### src/rtl/pfd_charge_pump.sv
// Digital phase-frequency detector with a saturating charge-pump integrator,
// NCO tone output and a pulse-width based lock detector.
module pfd_charge_pump #(
    parameter logic [7:0] CTRL_INIT = 8'd128,
    parameter logic [7:0] STEP      = 8'd1,
    parameter int         LOCK_TOL  = 2,
    parameter int         LOCK_CNT  = 16
) (
    input  logic       clk,
    input  logic       rst,
    input  logic       ref_in,
    input  logic       fb_in,
    output logic       up,
    output logic       dn,
    output logic [7:0] ctrl,
    output logic       cp_out,
    output logic       v_in,
    output logic       locked
);

    localparam int LW = $clog2(LOCK_CNT + 1);
    localparam logic [LW-1:0] LOCK_MAX = LW'(LOCK_CNT);

    typedef enum logic [1:0] {
        ST_IDLE,
        ST_UP,
        ST_DN
    } state_t;

    state_t        state;
    logic          ref_s1, ref_s2, ref_s3;
    logic          fb_s1, fb_s2, fb_s3;
    logic          ref_rise, fb_rise;
    logic [3:0]    wcnt;
    logic [LW-1:0] lcnt;
    logic [LW-1:0] lcnt_next;
    logic [LW-1:0] lcnt_inc;
    logic          width_ok;
    logic [8:0]    ctrl_sum;
    logic [7:0]    acc;

    // NOTE: every sequential block uses non-blocking assignments so all flops
    // sample the same pre-edge values; blocking here would collapse the
    // synchroniser chain into a single stage.
    always_ff @(posedge clk) begin
        if (rst) begin
            ref_s1 <= 1'b0;
            ref_s2 <= 1'b0;
            ref_s3 <= 1'b0;
            fb_s1  <= 1'b0;
            fb_s2  <= 1'b0;
            fb_s3  <= 1'b0;
        end else begin
            ref_s1 <= ref_in;
            ref_s2 <= ref_s1;
            ref_s3 <= ref_s2;
            fb_s1  <= fb_in;
            fb_s2  <= fb_s1;
            fb_s3  <= fb_s2;
        end
    end

    assign ref_rise = ref_s2 & ~ref_s3;
    assign fb_rise  = fb_s2 & ~fb_s3;

    assign lcnt_inc = (lcnt == LOCK_MAX) ? lcnt : lcnt + LW'(1);
    assign width_ok = (int'(wcnt) <= LOCK_TOL);

    // NOTE: the default assignment first keeps this block free of inferred
    // latches on paths that do not update the lock count.
    always_comb begin
        lcnt_next = lcnt;
        case (state)
            ST_IDLE: if (ref_rise && fb_rise) lcnt_next = lcnt_inc;
            ST_UP:   if (fb_rise)  lcnt_next = width_ok ? lcnt_inc : '0;
            ST_DN:   if (ref_rise) lcnt_next = width_ok ? lcnt_inc : '0;
            default: lcnt_next = '0;
        endcase
    end

    always_ff @(posedge clk) begin
        if (rst) begin
            state  <= ST_IDLE;
            up     <= 1'b0;
            dn     <= 1'b0;
            wcnt   <= 4'd0;
            lcnt   <= '0;
            locked <= 1'b0;
        end else begin
            lcnt   <= lcnt_next;
            locked <= (lcnt_next == LOCK_MAX);
            case (state)
                ST_IDLE: begin
                    if (ref_rise && !fb_rise) begin
                        state <= ST_UP;
                        up    <= 1'b1;
                        wcnt  <= 4'd0;
                    end else if (fb_rise && !ref_rise) begin
                        state <= ST_DN;
                        dn    <= 1'b1;
                        wcnt  <= 4'd0;
                    end
                end
                ST_UP: begin
                    wcnt <= (wcnt == 4'd15) ? wcnt : wcnt + 4'd1;
                    if (fb_rise) begin
                        state <= ST_IDLE;
                        up    <= 1'b0;
                    end
                end
                ST_DN: begin
                    wcnt <= (wcnt == 4'd15) ? wcnt : wcnt + 4'd1;
                    if (ref_rise) begin
                        state <= ST_IDLE;
                        dn    <= 1'b0;
                    end
                end
                default: begin
                    state <= ST_IDLE;
                    up    <= 1'b0;
                    dn    <= 1'b0;
                end
            endcase
        end
    end

    // Integrator acts on the registered pulses, so it trails up/dn by one edge.
    assign ctrl_sum = {1'b0, ctrl} + {1'b0, STEP};

    always_ff @(posedge clk) begin
        if (rst) begin
            ctrl <= CTRL_INIT;
        end else if (up) begin
            ctrl <= ctrl_sum[8] ? 8'hFF : ctrl_sum[7:0];
        end else if (dn) begin
            ctrl <= (ctrl < STEP) ? 8'd0 : ctrl - STEP;
        end
    end

    // A zero control word parks the NCO so the tone freezes rather than drifts.
    always_ff @(posedge clk) begin
        if (rst) begin
            acc    <= 8'd0;
            cp_out <= 1'b0;
            v_in   <= (CTRL_INIT != 8'd0);
        end else begin
            v_in <= (ctrl != 8'd0);
            if (ctrl != 8'd0) begin
                acc    <= acc + ctrl;
                cp_out <= acc[7];
            end
        end
    end

endmodule

### config.mk
export PLATFORM = sky130hd
export DESIGN_NAME = pfd_charge_pump
export DESIGN_NICKNAME = d
export VERILOG_FILES = /design/src/rtl/pfd_charge_pump.sv
export SDC_FILE = /design/constraint.sdc
export NUM_CORES = 1
export LEC_CHECK = 0
export CORE_ASPECT_RATIO = 0.6
export CORE_UTILIZATION = 53
export DETAILED_ROUTE_END_ITERATION = 12
export PLACE_DENSITY = 0.84
export SYNTH_ARGS = -nofsm -noshare
export SYNTH_HDL_FRONTEND = slang
export SYNTH_SLANG_ARGS = --single-unit
### constraint.sdc
create_clock -name clk -period 1.9 [get_ports clk]
set_input_delay 0.285 -clock clk [delete_from_list [all_inputs] [get_ports clk]]
set_output_delay 0.285 -clock clk [all_outputs]
set_load 0.01 [all_outputs]
==> impl_metrics.toml <==
[timing]
worst_clock_skew_ns = 0.01210
max_slew_margin_pct = 64.24
final.period_utilization_pct = 104.3
fmax_mhz = 504.6
final.setup.worst_slack_ns = -0.08166
drv_slew = 0
setup_violations = 1
worst_pin_slew_ns = 0.5345
final_period_minus_worst_setup_slack_ns = 1.982
rsz_0062_raised_after_global_routing = "true"
hold_viol_final = 0

[worst_setup_path]
path_buf_inv = 1
cpLargestDelayFamily = "compound AO/OA/AOI/OAI gates"
setup.worst_path.start_class = "flip-flop"
slowest_stage = "sky130_fd_sc_hd__a2111o_1"
crit_path_max_incr_delay_ns = 0.44
critical_path.endpoint_type = "flip-flop"
cp_data_required_time_ns = 2.15
type_of_the_worst_setup_path = "flip-flop to flip-flop"
critPathArrivalTime_ns = 2.23
timing.critical_path.cells = "ha_4, inv_2, fa_2, nor2b_2, o21a_1, o211ai_1, a2111o_1, nand3_1"
critPathMaxFanout = 4

[floorplanning]
core_area_sq_um = 4279
die_w_um = 89.80
num_io_pins = 17
die-height_um = 54.68
fp.dieArea_sq_um = 4910
rows = 18
floorplan.initialDensity_pct = 57.28

[yosys]
post-synth-top-area-fraction_pct = 31.04
synth.yosys.seq_area_share_pct = 31.04
yosysMostFrequentCell = "sky130_fd_sc_hd__dfxtp_1"
async_reset_ff_share_pct = 0
ys_ff_latch = 38
postSynthAreaPerCell_sq_um = 8.452
synth.cell_area_sq_um = 2451
dominantRegCellSynth = "sky130_fd_sc_hd__dfxtp_1"
postSynthCellCount = 290
synth_warn = 0
synth.distinct_cells = 56
synth_nets = 316
synthDominantAreaCellType = "sky130_fd_sc_hd__dfxtp_1"
synth_top_cells_by_area = "sky130_fd_sc_hd__dfxtp_1 31%, sky130_fd_sc_hd__ha_1 11%, sky130_fd_sc_hd__nor2_1 3.8%, sky130_fd_sc_hd__a21oi_1 3.5%, sky130_fd_sc_hd__nand2_1 3.1%"
number_of_flops_mapped_to_enable_cells_by_yosys = 0
synth.cells.most_frequent = "38 x sky130_fd_sc_hd__dfxtp_1, 25 x sky130_fd_sc_hd__nor2_1, 21 x sky130_fd_sc_hd__ha_1"

[final_layout]
post_layout_nets = 371
fraction_of_final_layout_cells_with_drive_strength_greater_than_1_pct = 25.43
syn2layout_area_growth_pct = 32.87
num_antenna_cells = 0
final-instance-count-excl-fill = 406
post-route-util_pct = 76.11

[placement]
place.gp.congestion = 0.9320
dp.cells = 389
placement.io_buffers = 16
dpl.hpwl_mm = 4.493

[power]
clock_power_share_pct = 36.6
worst_vdd_drop_mv = 0.6035
netSwitchingPower_uw = 705.9
cellInternalPower_mw = 1.715
power.switching_fraction_pct = 29.16
cellPowerDensity_nw_per_um2 = 743.2
power.static_leakage_nw = 1.298
power.sequential.fraction_pct = 37.4
power.share.combinational_pct = 26.0

[clocking]
num_clock_sinks = 38
cts_max_level = 2
cts.root.buffer_cell = "sky130_fd_sc_hd__clkbuf_8"
cts_tree = "done"
clkLatencyLatePin_ns = 0.32
cts.hold.buffers_added = 0
path_clk_slew_ns = 0.08
cts.path.max_buffers = 2
cts-buffers-inserted = 5

[worst_hold_path]
hold_path_class = "flip-flop to flip-flop"

[grt]
global_route.overflow_total = 0
grt_start_max_net_pins = 23
track_usage_pct = 28.63
first_global_vias = 2141
grt_first_pass_wirelength_mm = 10.65
grt_antenna_before_repair = 0

[routing]
route.antenna.remaining_nets = 0
first_pass_iters = 5
viasPerCell = 6.160
vias = 2501
detailedRoute.firstIterationViolations = 239
post-route-drc-count = 0
postRouteWirelength_mm = 7.087
post_drt_wl_per_cell_um = 17.46

[job]
maxCapViolations = 0

[outcome]
status = "finished, violations left"
violations = "negative setup slack"
placed cells by master (no fill, tap or decap), drive strengths merged, types with 12 or more instances in the layout:
master / count
dfxtp: 38
nor2b: 12
nand2: 20
nand3: 14
nor2: 25
a21oi: 17
inv: 18
clkdlybuf4s50: 16
nor3: 13
ha: 21
buf: 43
area by class of cell:
class	count	area, sq um
Clock buffer	6	82.58
Clock inverter	2	60.06
Fill cell	274	1022
Inverter	18	70.07
Multi-Input combinational cell	223	1692
Sequential cell	38	782.0
Tap cell	60	75.07
Timing Repair Buffer	59	495.5
power by group through the flow:
stage / sequential, mW / clock, mW / combinational, mW
final: 0.906 / 0.886 / 0.629
after global routing: 0.914 / 0.913 / 0.680
after CTS: 0.898 / 0.875 / 0.560
after detailed placement: 0.914 / 0 / 0.544
after global placement: 0.912 / 0 / 0.532
after floorplan: 0.914 / 0 / 0.337
kinds of logic after synthesis:
kind of cell / Yosys count / share of synthesized area, %
and+or+nand+nor: 118 / 26.14
muxes: 6 / 2.961
buffers and inverters: 29 / 5.053
DFF: 38 / 31.04
AOI/OAI and AO/OA: 70 / 20.78
adders and majority gates: 22 / 11.54
xor gates and xnor gates: 7 / 2.501
registers in the layout, indices dropped and copies added (netlist names), 2 cells and up:
name	flops
acc	8
ctrl	8
lcnt	5
state	2
wcnt	4
routing by layer:
layer	routed length [um]	up-vias	track usage (%)	part of all wire, %
li1	-	1168	-	-
met1	3272	1190	40.77	46
met2	3048	136	42.18	43
met4	84	0	9.563	1.2
met5	0	-	0	0
met3	681	7	7.361	9.6
metrics by stage:
step | power (mW) | setup WS [ns] | area, sq um | TNS [ns] | hold slack, ns
after global routing | 2.507 | -0.1381 | 3257 | -0.3932 | 0.4599
after detailed placement | 1.459 | -0.05113 | 2908 | -0.07937 | 0.4367
after global placement | 1.444 | 0.01218 | 2908 | 0 | 0.4256
final | 2.421 | -0.08166 | 3257 | -0.08166 | 0.4430
after CTS | 2.333 | -0.01028 | 3110 | -0.01028 | 0.4535
after floorplan | 1.251 | -0.007393 | 2461 | -0.01359 | 0.4132
worst paths after layout:
kind,depth (start not counted),startpoint,end,slack (ns)
worst max-delay path,8,ctrl[0],acc[6],-0.08
worst min-delay path,1,fb_s1,fb_s2,0.44
worst max register to register,8,ctrl[0],acc[6],-0.08
worst min register to register,1,fb_s1,fb_s2,0.44
repair_timing:
action,CTS,global route
setup buffers,5,4
pin swaps,2,13
gates resized for setup,9,31
gates cloned,0,0
endpoints found under the setup margin,4,12
Note: power is estimated with default switching activity, not from simulation.
